===== src/rtl/stage_sequencer_pkg.sv =====
// Shared definitions for the instruction stage sequencer: decoder mode codes,
// state encoding and latency clamping.
package stage_sequencer_pkg;

  localparam int CNT_W = 8;

  localparam logic [3:0] MODE_MUL      = 4'd1;
  localparam logic [3:0] MODE_MLA      = 4'd2;
  localparam logic [3:0] MODE_UMULL    = 4'd3;
  localparam logic [3:0] MODE_SMULL    = 4'd4;
  localparam logic [3:0] MODE_SKIP_ALU = 4'd15;

  typedef enum logic [2:0] {
    S_IDLE   = 3'd0,
    S_FETCH  = 3'd1,
    S_DECODE = 3'd2,
    S_OPREAD = 3'd3,
    S_EXEC   = 3'd4,
    S_WB     = 3'd5,
    S_WB2    = 3'd6,
    S_HALT   = 3'd7
  } state_t;

  // A zero latency would never expire; clamp into the counter's 1..max range.
  function automatic logic [CNT_W-1:0] eff_lat(input int unsigned lat);
    if (lat == 0) return CNT_W'(1);
    else if (lat > 255) return '1;
    else return CNT_W'(lat);
  endfunction

endpackage


===== src/rtl/stage_sequencer_timer.sv =====
// Loadable down-counter; done is high on the last cycle of a loaded interval.
module stage_timer
  import stage_sequencer_pkg::*;
(
  input  logic             clk1,
  input  logic             rst_n,
  input  logic             load,
  input  logic             en,
  input  logic [CNT_W-1:0] load_val,
  output logic             done
);

  logic [CNT_W-1:0] count;

  always_ff @(posedge clk1 or negedge rst_n) begin
    if (!rst_n) begin
      count <= '0;
    end else if (load) begin
      count <= load_val;
    end else if (en && count != '0) begin
      count <= count - CNT_W'(1);
    end
  end

  assign done = (count == CNT_W'(1));

endmodule


===== src/rtl/stage_sequencer.sv =====
// Fetch/decode/operand-read/execute/writeback sequencer driving datapath
// enables; EXEC length comes from the captured multiplier/ALU hot flags.
//
// state  | meaning
// IDLE   | waiting for start
// FETCH  | operand bank active, waiting for mem_ready
// DECODE | decoder active for one cycle
// OPREAD | register bank read, decoder outputs captured on exit
// EXEC   | multiplier settle and/or ALU phase, timed by stage_timer
// WB     | first destination write, flags write
// WB2    | second destination (RdLo) write for long multiplies
// HALT   | zero instruction fetched, only reset leaves
module stage_sequencer
  import stage_sequencer_pkg::*;
#(
  parameter int unsigned ALU_LAT = 4,
  parameter int unsigned MUL_LAT = 2
) (
  input  logic        clk1,
  input  logic        rst_n,
  input  logic        start,
  input  logic        mem_ready,
  input  logic [31:0] instr,
  input  logic [3:0]  dec_mode,
  input  logic        dec_mult_hot,
  input  logic        dec_alu_hot,
  input  logic        dec_reg_w,
  input  logic        dec_S,
  output logic        pc_increment,
  output logic        ir_load,
  output logic        decoder_active,
  output logic        regbank_active,
  output logic        mult_load,
  output logic        alu_active,
  output logic        reg_w,
  output logic        wb_sel,
  output logic        cpsr_w,
  output logic        busy,
  output logic        halted,
  output logic [2:0]  state
);

  localparam logic [CNT_W-1:0] ALU_L = eff_lat(ALU_LAT);
  localparam logic [CNT_W-1:0] MUL_L = eff_lat(MUL_LAT);

  state_t           st;
  logic [3:0]       cap_mode;
  logic             cap_mult, cap_alu, cap_reg_w, cap_s;
  logic             alu_phase;
  logic             tmr_done, tmr_load, mla_turn;
  logic [CNT_W-1:0] first_lat, tmr_val;

  // MLA: multiplier interval expired, reload the timer for the ALU interval.
  assign mla_turn  = (st == S_EXEC) && tmr_done && !alu_phase && cap_mult && cap_alu;
  assign first_lat = dec_mult_hot ? MUL_L : (dec_alu_hot ? ALU_L : CNT_W'(1));
  assign tmr_load  = (st == S_OPREAD) || mla_turn;
  assign tmr_val   = (st == S_OPREAD) ? first_lat : ALU_L;

  stage_timer u_timer (
    .clk1     (clk1),
    .rst_n    (rst_n),
    .load     (tmr_load),
    .en       (st == S_EXEC),
    .load_val (tmr_val),
    .done     (tmr_done)
  );

  assign ir_load      = (st == S_FETCH) && mem_ready;
  assign pc_increment = ir_load;
  assign state        = st;

  always_ff @(posedge clk1 or negedge rst_n) begin
    if (!rst_n) begin
      st             <= S_IDLE;
      cap_mode       <= '0;
      cap_mult       <= 1'b0;
      cap_alu        <= 1'b0;
      cap_reg_w      <= 1'b0;
      cap_s          <= 1'b0;
      alu_phase      <= 1'b0;
      decoder_active <= 1'b0;
      regbank_active <= 1'b0;
      mult_load      <= 1'b0;
      alu_active     <= 1'b0;
      reg_w          <= 1'b0;
      wb_sel         <= 1'b0;
      cpsr_w         <= 1'b0;
      busy           <= 1'b0;
      halted         <= 1'b0;
    end else begin
      decoder_active <= 1'b0;
      regbank_active <= 1'b0;
      mult_load      <= 1'b0;
      alu_active     <= 1'b0;
      reg_w          <= 1'b0;
      wb_sel         <= 1'b0;
      cpsr_w         <= 1'b0;
      busy           <= 1'b0;
      halted         <= 1'b0;
      case (st)
        S_IDLE: begin
          if (start) begin
            st             <= S_FETCH;
            regbank_active <= 1'b1;
            busy           <= 1'b1;
          end
        end
        S_FETCH: begin
          if (!mem_ready) begin
            regbank_active <= 1'b1;
            busy           <= 1'b1;
          end else if (instr == 32'h0) begin
            st     <= S_HALT;
            halted <= 1'b1;
          end else begin
            st             <= S_DECODE;
            decoder_active <= 1'b1;
            busy           <= 1'b1;
          end
        end
        S_DECODE: begin
          st             <= S_OPREAD;
          regbank_active <= 1'b1;
          busy           <= 1'b1;
        end
        S_OPREAD: begin
          st         <= S_EXEC;
          cap_mode   <= dec_mode;
          cap_mult   <= dec_mult_hot;
          cap_alu    <= dec_alu_hot;
          cap_reg_w  <= dec_reg_w;
          cap_s      <= dec_S;
          alu_phase  <= !dec_mult_hot && dec_alu_hot;
          alu_active <= !dec_mult_hot && dec_alu_hot;
          mult_load  <= dec_mult_hot;
          busy       <= 1'b1;
        end
        S_EXEC: begin
          busy <= 1'b1;
          if (mla_turn) begin
            alu_phase  <= 1'b1;
            alu_active <= 1'b1;
          end else if (tmr_done) begin
            st     <= S_WB;
            reg_w  <= cap_reg_w;
            cpsr_w <= cap_s;
          end else begin
            alu_active <= alu_phase;
          end
        end
        S_WB: begin
          busy <= 1'b1;
          if ((cap_mode == MODE_UMULL || cap_mode == MODE_SMULL) && cap_reg_w) begin
            st     <= S_WB2;
            reg_w  <= 1'b1;
            wb_sel <= 1'b1;
          end else begin
            st             <= S_FETCH;
            regbank_active <= 1'b1;
          end
        end
        S_WB2: begin
          st             <= S_FETCH;
          regbank_active <= 1'b1;
          busy           <= 1'b1;
        end
        S_HALT: begin
          halted <= 1'b1;
        end
        default: st <= S_IDLE;
      endcase
    end
  end

endmodule

===== config.mk =====
export PLATFORM = sky130hd
export DESIGN_NAME = stage_sequencer
export DESIGN_NICKNAME = d
export VERILOG_FILES = /design/src/rtl/stage_sequencer_pkg.sv /design/src/rtl/stage_sequencer_timer.sv /design/src/rtl/stage_sequencer.sv
export SDC_FILE = /design/constraint.sdc
export NUM_CORES = 1
export LEC_CHECK = 0
export BUFFER_PORTS_ARGS = -buffer_cell sky130_fd_sc_hd__buf_2
export CORE_ASPECT_RATIO = 0.9
export CORE_MARGIN = 4
export CORE_UTILIZATION = 49
export CTS_CLUSTER_DIAMETER = 80
export CTS_CLUSTER_SIZE = 16
export DETAILED_ROUTE_END_ITERATION = 6
export PLACE_DENSITY_LB_ADDON = 0.12
export SLEW_MARGIN = 15
export SYNTH_ARGS = -nofsm -noshare
export SYNTH_HDL_FRONTEND = slang
export SYNTH_SLANG_ARGS = --single-unit

===== constraint.sdc =====
create_clock -name clk1 -period 2.41 [get_ports clk1]
set_input_delay 0.241 -clock clk1 [delete_from_list [all_inputs] [get_ports clk1]]
set_output_delay 0.241 -clock clk1 [all_outputs]
set_load 0.01 [all_outputs]

[Word-level counts from Yosys, hierarchy flattened]
Cells that the tools add are included.
W data, S select, Z words.
Storage, ports and cells
  bits in registers: 29
  input bits: 44
  output and inout bits: 14
  logic and storage cells: 93
Operators by class
  add/sub/neg operators: 1
  equality and inequality tests: 15
  mux-type cells: 38
  reduce and logical (&&, ||, !) cells: 22
Operators by type and width (count)
  $logic_not A32 Y1: 1
  $mux W3: 9
  $pmux W3 S7: 1
  $mux W1: 20
  $mux W8: 2
  $eq A3 B3 Y1 const B: 4
  $ne A2 B2 Y1 const B: 5
  $eq A8 B1 Y1 const B: 1
  $logic_and A1 B1 Y1: 8
  $pmux W1 S2: 4
  $reduce_bool A8 Y1: 1
  $sub A8 B1 Y8 const B: 1
  $reduce_bool A7 Y1: 1
  $eq A3 B2 Y1 const B: 2
  $reduce_and A5 Y1: 1
  $reduce_or A5 Y1: 1
  $eq A4 B2 Y1 const B: 1
  $eq A4 B3 Y1 const B: 1
  $pmux W1 S4: 1
  $reduce_bool A2 Y1: 2
  $eq A3 B1 Y1 const B: 1
  $logic_not A3 Y1: 1
  $pmux W1 S3: 1
  $logic_not A1 Y1: 2
  3 further kinds: 4

[Depth between registers and ports, before layout]
  word-level depth: 7
  mapped depth: 7
  mapped depth without buffers: 7

[By module]
Synthesis repeated with hierarchy kept, for this count alone.
Second synthesis, totals
  cell total of the unflattened synthesis: 172
  area total of the unflattened synthesis: 1778.0 um^2
By module, submodules not included
  stage_sequencer: instances 1, cells an instance 108, area an instance 1203.7 um^2, seq. area each 525.5 um^2
  stage_timer: instances 1, cells an instance 64, area an instance 574.3 um^2, seq. area each 200.2 um^2

[Least setup slack after synthesis]
OpenSTA, ideal clock, no wires.
  kind: register to register
  start: reg st[2] (netlist: state[2])
  end: reg u_timer.count[2]
  library setup time: 0.136 ns
  arrival: 1.672 ns
  data required time: 2.274 ns
  slack: 0.602 ns
  stages on the path, launching flop included: 7
  path buffers: 2
  period minus slack after synthesis: 1.808 ns
  cell sequence: dfrtp_1 buf_4 or3b_1 buf_6 o31ai_4 or2_2 o21ai_0
On the way
  word-level cells in the longest chain between the ends: 7
  elaborated cells between the ends (all ways): 11
  classes of those cells: 2 x eq/ne; 2 x mux; 7 x reduce/logical
RTL lines
  from (decl): line stage_sequencer.sv:46  | state_t st;
  from (signal assigned): line stage_sequencer.sv:74  | st <= S_IDLE;
  from (signal assigned): line stage_sequencer.sv:103  | st <= S_FETCH;
  from (signal assigned): line stage_sequencer.sv:113  | st <= S_HALT;
  $eq A3 B3 Y1: line stage_sequencer.sv:54, stage_sequencer.sv:63
  $logic_and A1 B1 Y1 (4 in series): line stage_sequencer.sv:54  | assign mla_turn = (st == S_EXEC) && tmr_done && !alu_phase && cap_mult && cap_alu;
  $logic_or A1 B1 Y1: line stage_sequencer.sv:56  | assign tmr_load = (st == S_OPREAD) || mla_turn;
  $mux W8 or $reduce_bool A2 Y1 (tied branches)
  to (signal assigned): line stage_sequencer_timer.sv:19  | count <= load_val;
  to (signal assigned): line stage_sequencer_timer.sv:21  | count <= count - CNT_W'(1);
  to (decl): line stage_sequencer_timer.sv:13  | logic [CNT_W-1:0] count;
Several ways; a longest one is shown, not always the timed one.
A chain may end at the register's enable or synchronous reset.

[Final worst setup path]
  start: reg st[1] (netlist: state[1])
  end: reg u_timer.count[2]
Same word-level chain as after synthesis.

==> results.yml <==
detailed_routing:
  ant_nets: 0
  drtIter0Drc: 83
  dr_total_vias: 1451
  drc_errors: 0
  drtPass1Iterations: 4
  drt-total-wl_mm: 3.720
  routed_via_density: 5.257
  post_drt_wl_per_cell_um: 13.48
sta:
  rsz0062_at_grt: "false"
  tightest_slew_ns: 0.6232
  finalSetupViolCount: 0
  fmax_ghz: 0.4996
  clock_skew_ns: 0.006381
  min_period_ns: 2.002
  whs_ns: 0.1094
  drv_slew: 0
  slew_headroom_pct: 58.45
  fin_crit_sh_pct: 83.05
  hold_viol_final: 0
  fin_tns_setup_ns: 0
yosys:
  ys_top_cells_by_area: "dfrtp_1 46%, nand2_1 8.3%, nor2_1 4.3%, ha_1 3.2%, nor4_1 3.2%"
  yosysSeqAreaShare_pct: 45.74
  synth-seq-cells: 29
  avgSynthCellArea_um2: 9.278
  yosysWarningCount: 0
  synth_largest_area_cell: "dfrtp_1"
  synthArstFlopShare_pct: 100.0
  syn_nets: 219
  synth_cells: 171
  synth_top_area_share_pct: 45.74
  ys_types: 45
  synth_edf_count: 0
  synth_area_um2: 1587
  ys.flop_type: "dfrtp_1"
cts:
  htreeDepth: 2
  cts_resized: 0
  cts_tree: "done"
  clock_sinks: 29
  clock_path_buffers: 2
  cts.clk_slew.worst_paths_ns: 0.09
  clock_latency_ns: 0.32
  clockRootBuffer: "clkbuf_4"
  cts_buffers: 5
global_routing:
  met2_usage_pct: 37.23
  grt_pass1_wl_mm: 6.327
  antenna_found_initial: 0
  grt_overflow: 0
  grt_use_total_pct: 20.18
  met1_usage_pct: 22.49
  busiest_layer: "met2"
  met3_usage_pct: 4.496
  grt_max_degree: 30
  grt_pass1_vias: 1559
min_path:
  min_to: "cap_mode[2]"
  whs_path_depth: 3
  hold_path.class: "input pin to register"
  holdCritStartpoint: "dec_mode[2]"
outcome:
  run_status: "finished clean"
critical_path:
  timing.rr.start: "state[1]"
  critPathMaxFanout: 10
  worstPathArrival_ns: 2.19
  r2r-end: "u_timer.count[2]"
  required_ns: 2.60
  critPathKind: "register to register"
  reg2reg_setup_slack_ns: 0.41
  r2r_cells: 4
  endpoint_kind: "register"
  critPathLaunchType: "register"
pwr:
  p_leak_nw: 1.008
  ir_worst_vdd_uv: 524.5
  power_density_nw_per_um2: 911.9
floorplan:
  num_rows: 19
  core_area_um2: 3090
  start_util_pct: 51.34
  die_area_um2: 4213
  ios: 58
  die_width_um: 67.98
  die_h_um: 61.98
finish:
  largest_reg_flops: 8
  final_util_pct: 64.01
  regMostFlops: "u_timer.count"
  drive_gt1_share_pct: 32.05
  stdcell_count: 276
  diodes: 0
  nets: 282
  area_growth_pct: 24.68
place:
  place_congestion: 0.8049
  numPortBuffers: 57
  placed_cells: 268
  place_hpwl_mm: 3.010
job:
  max_cap_violations: 0
## synth_stat cells (2+ instances only)
cell type,count
a31oi_1,4
nor3b_1,2
mux2i_1,2
nand2_1,35
a21o_1,2
o22ai_1,2
nand3b_1,5
nor2_1,18
ha_1,4
a21oi_1,6
nand3_1,2
o21ai_0,3
nor4_1,8
inv_1,9
dfrtp_1,29
xor2_1,2
clkbuf_1,2
and2_1,2
nand4_1,2
nand2b_1,3
xnor2_1,3
buf_4,2
nor2b_1,2
## where the power goes
group          internal (mW)  leakage, nW  switching, mW  total (mW)
clock                  0.137       0.0314          0.155       0.293
combinational          0.339        0.608          0.438       0.778
sequential             0.631        0.369          0.102       0.733
total                   1.11         1.01          0.696        1.80
## how the worst max path moves through the flow
stage / slack [ns] / start / end / depth (start not counted)
after floorplan: 0.60 / state[2] / u_timer.count[2] / 6
after global placement: 0.51 / state[1] / u_timer.count[2] / 4
after CTS: 0.42 / state[1] / u_timer.count[2] / 4
final: 0.41 / state[1] / u_timer.count[2] / 4
after global routing: 0.23 / u_timer.count[1] / u_timer.count[2] / 7
after detailed placement: 0.45 / state[1] / u_timer.count[2] / 4
## through the flow
step / setup slack, ns / area (µm²) / total power, mW
6_report: 0.4085 / 1978 / 1.804
3_3_place_gp: 0.5078 / 1913 / 1.484
3_5_place_dp: 0.4501 / 1913 / 1.520
2_1_floorplan: 0.6019 / 1587 / 1.272
5_1_grt: 0.2293 / 1978 / 1.962
4_1_cts: 0.4200 / 1978 / 1.820
## cell families (layout without fill, tap and decap cells)
family                     after synthesis  in the layout  share of synthesized area (%)
and+or+nand+nor                         89             89                          28.55
DFF                                     29             29                          45.74
xor gates and xnor gates                 5              5                          2.761
AOI/OAI and AO/OA                       28             28                          14.27
buffers and inverters                   14             77                          4.258
muxes                                    2              2                          1.262
adders and majority gates                4              4                          3.155
## critical path, stage by stage, from the launching register on
cell     delay [ns]
dfrtp_1        0.47
or3b_1         0.57
o31ai_4        0.52
or2_2          0.23
o21ai_0        0.08
## per-layer routing
metal | part of all wire [%] | up-vias | wire [µm]
met5 | 0 | - | 0
met4 | 1.8 | 0 | 68
met3 | 6.0 | 7 | 224
met2 | 52 | 51 | 1917
met1 | 41 | 674 | 1509
li1 | - | 719 | -
## final cells by class
type / count / area, µm²
Fill cell: 261 / 1112
Multi-Input combinational cell: 128 / 793.3
Sequential cell: 29 / 725.7
Timing Repair Buffer: 61 / 317.8
Clock buffer: 7 / 55.05
Tap cell: 42 / 52.55
Inverter: 9 / 33.78
## repair_timing
action / 4_1_cts / 5_1_grt
hold buffers: 1 / 0
buffers inserted: 0 / 0
endpoints found under the hold margin: 29 / 0
endpoints found under the setup margin: 0 / 0
## cells in the final DEF (no fill, tap or decap), types with 4 or more instances in the layout
cell type,count
ha_1,4
a21oi_1,6
nor2_1,18
dfrtp_1,29
clkbuf_4,5
nor4_1,8
nand3b_1,5
inv_1,9
buf_2,57
nand2_1,35
a31oi_1,4
Note: power is estimated with default switching activity, not from simulation.
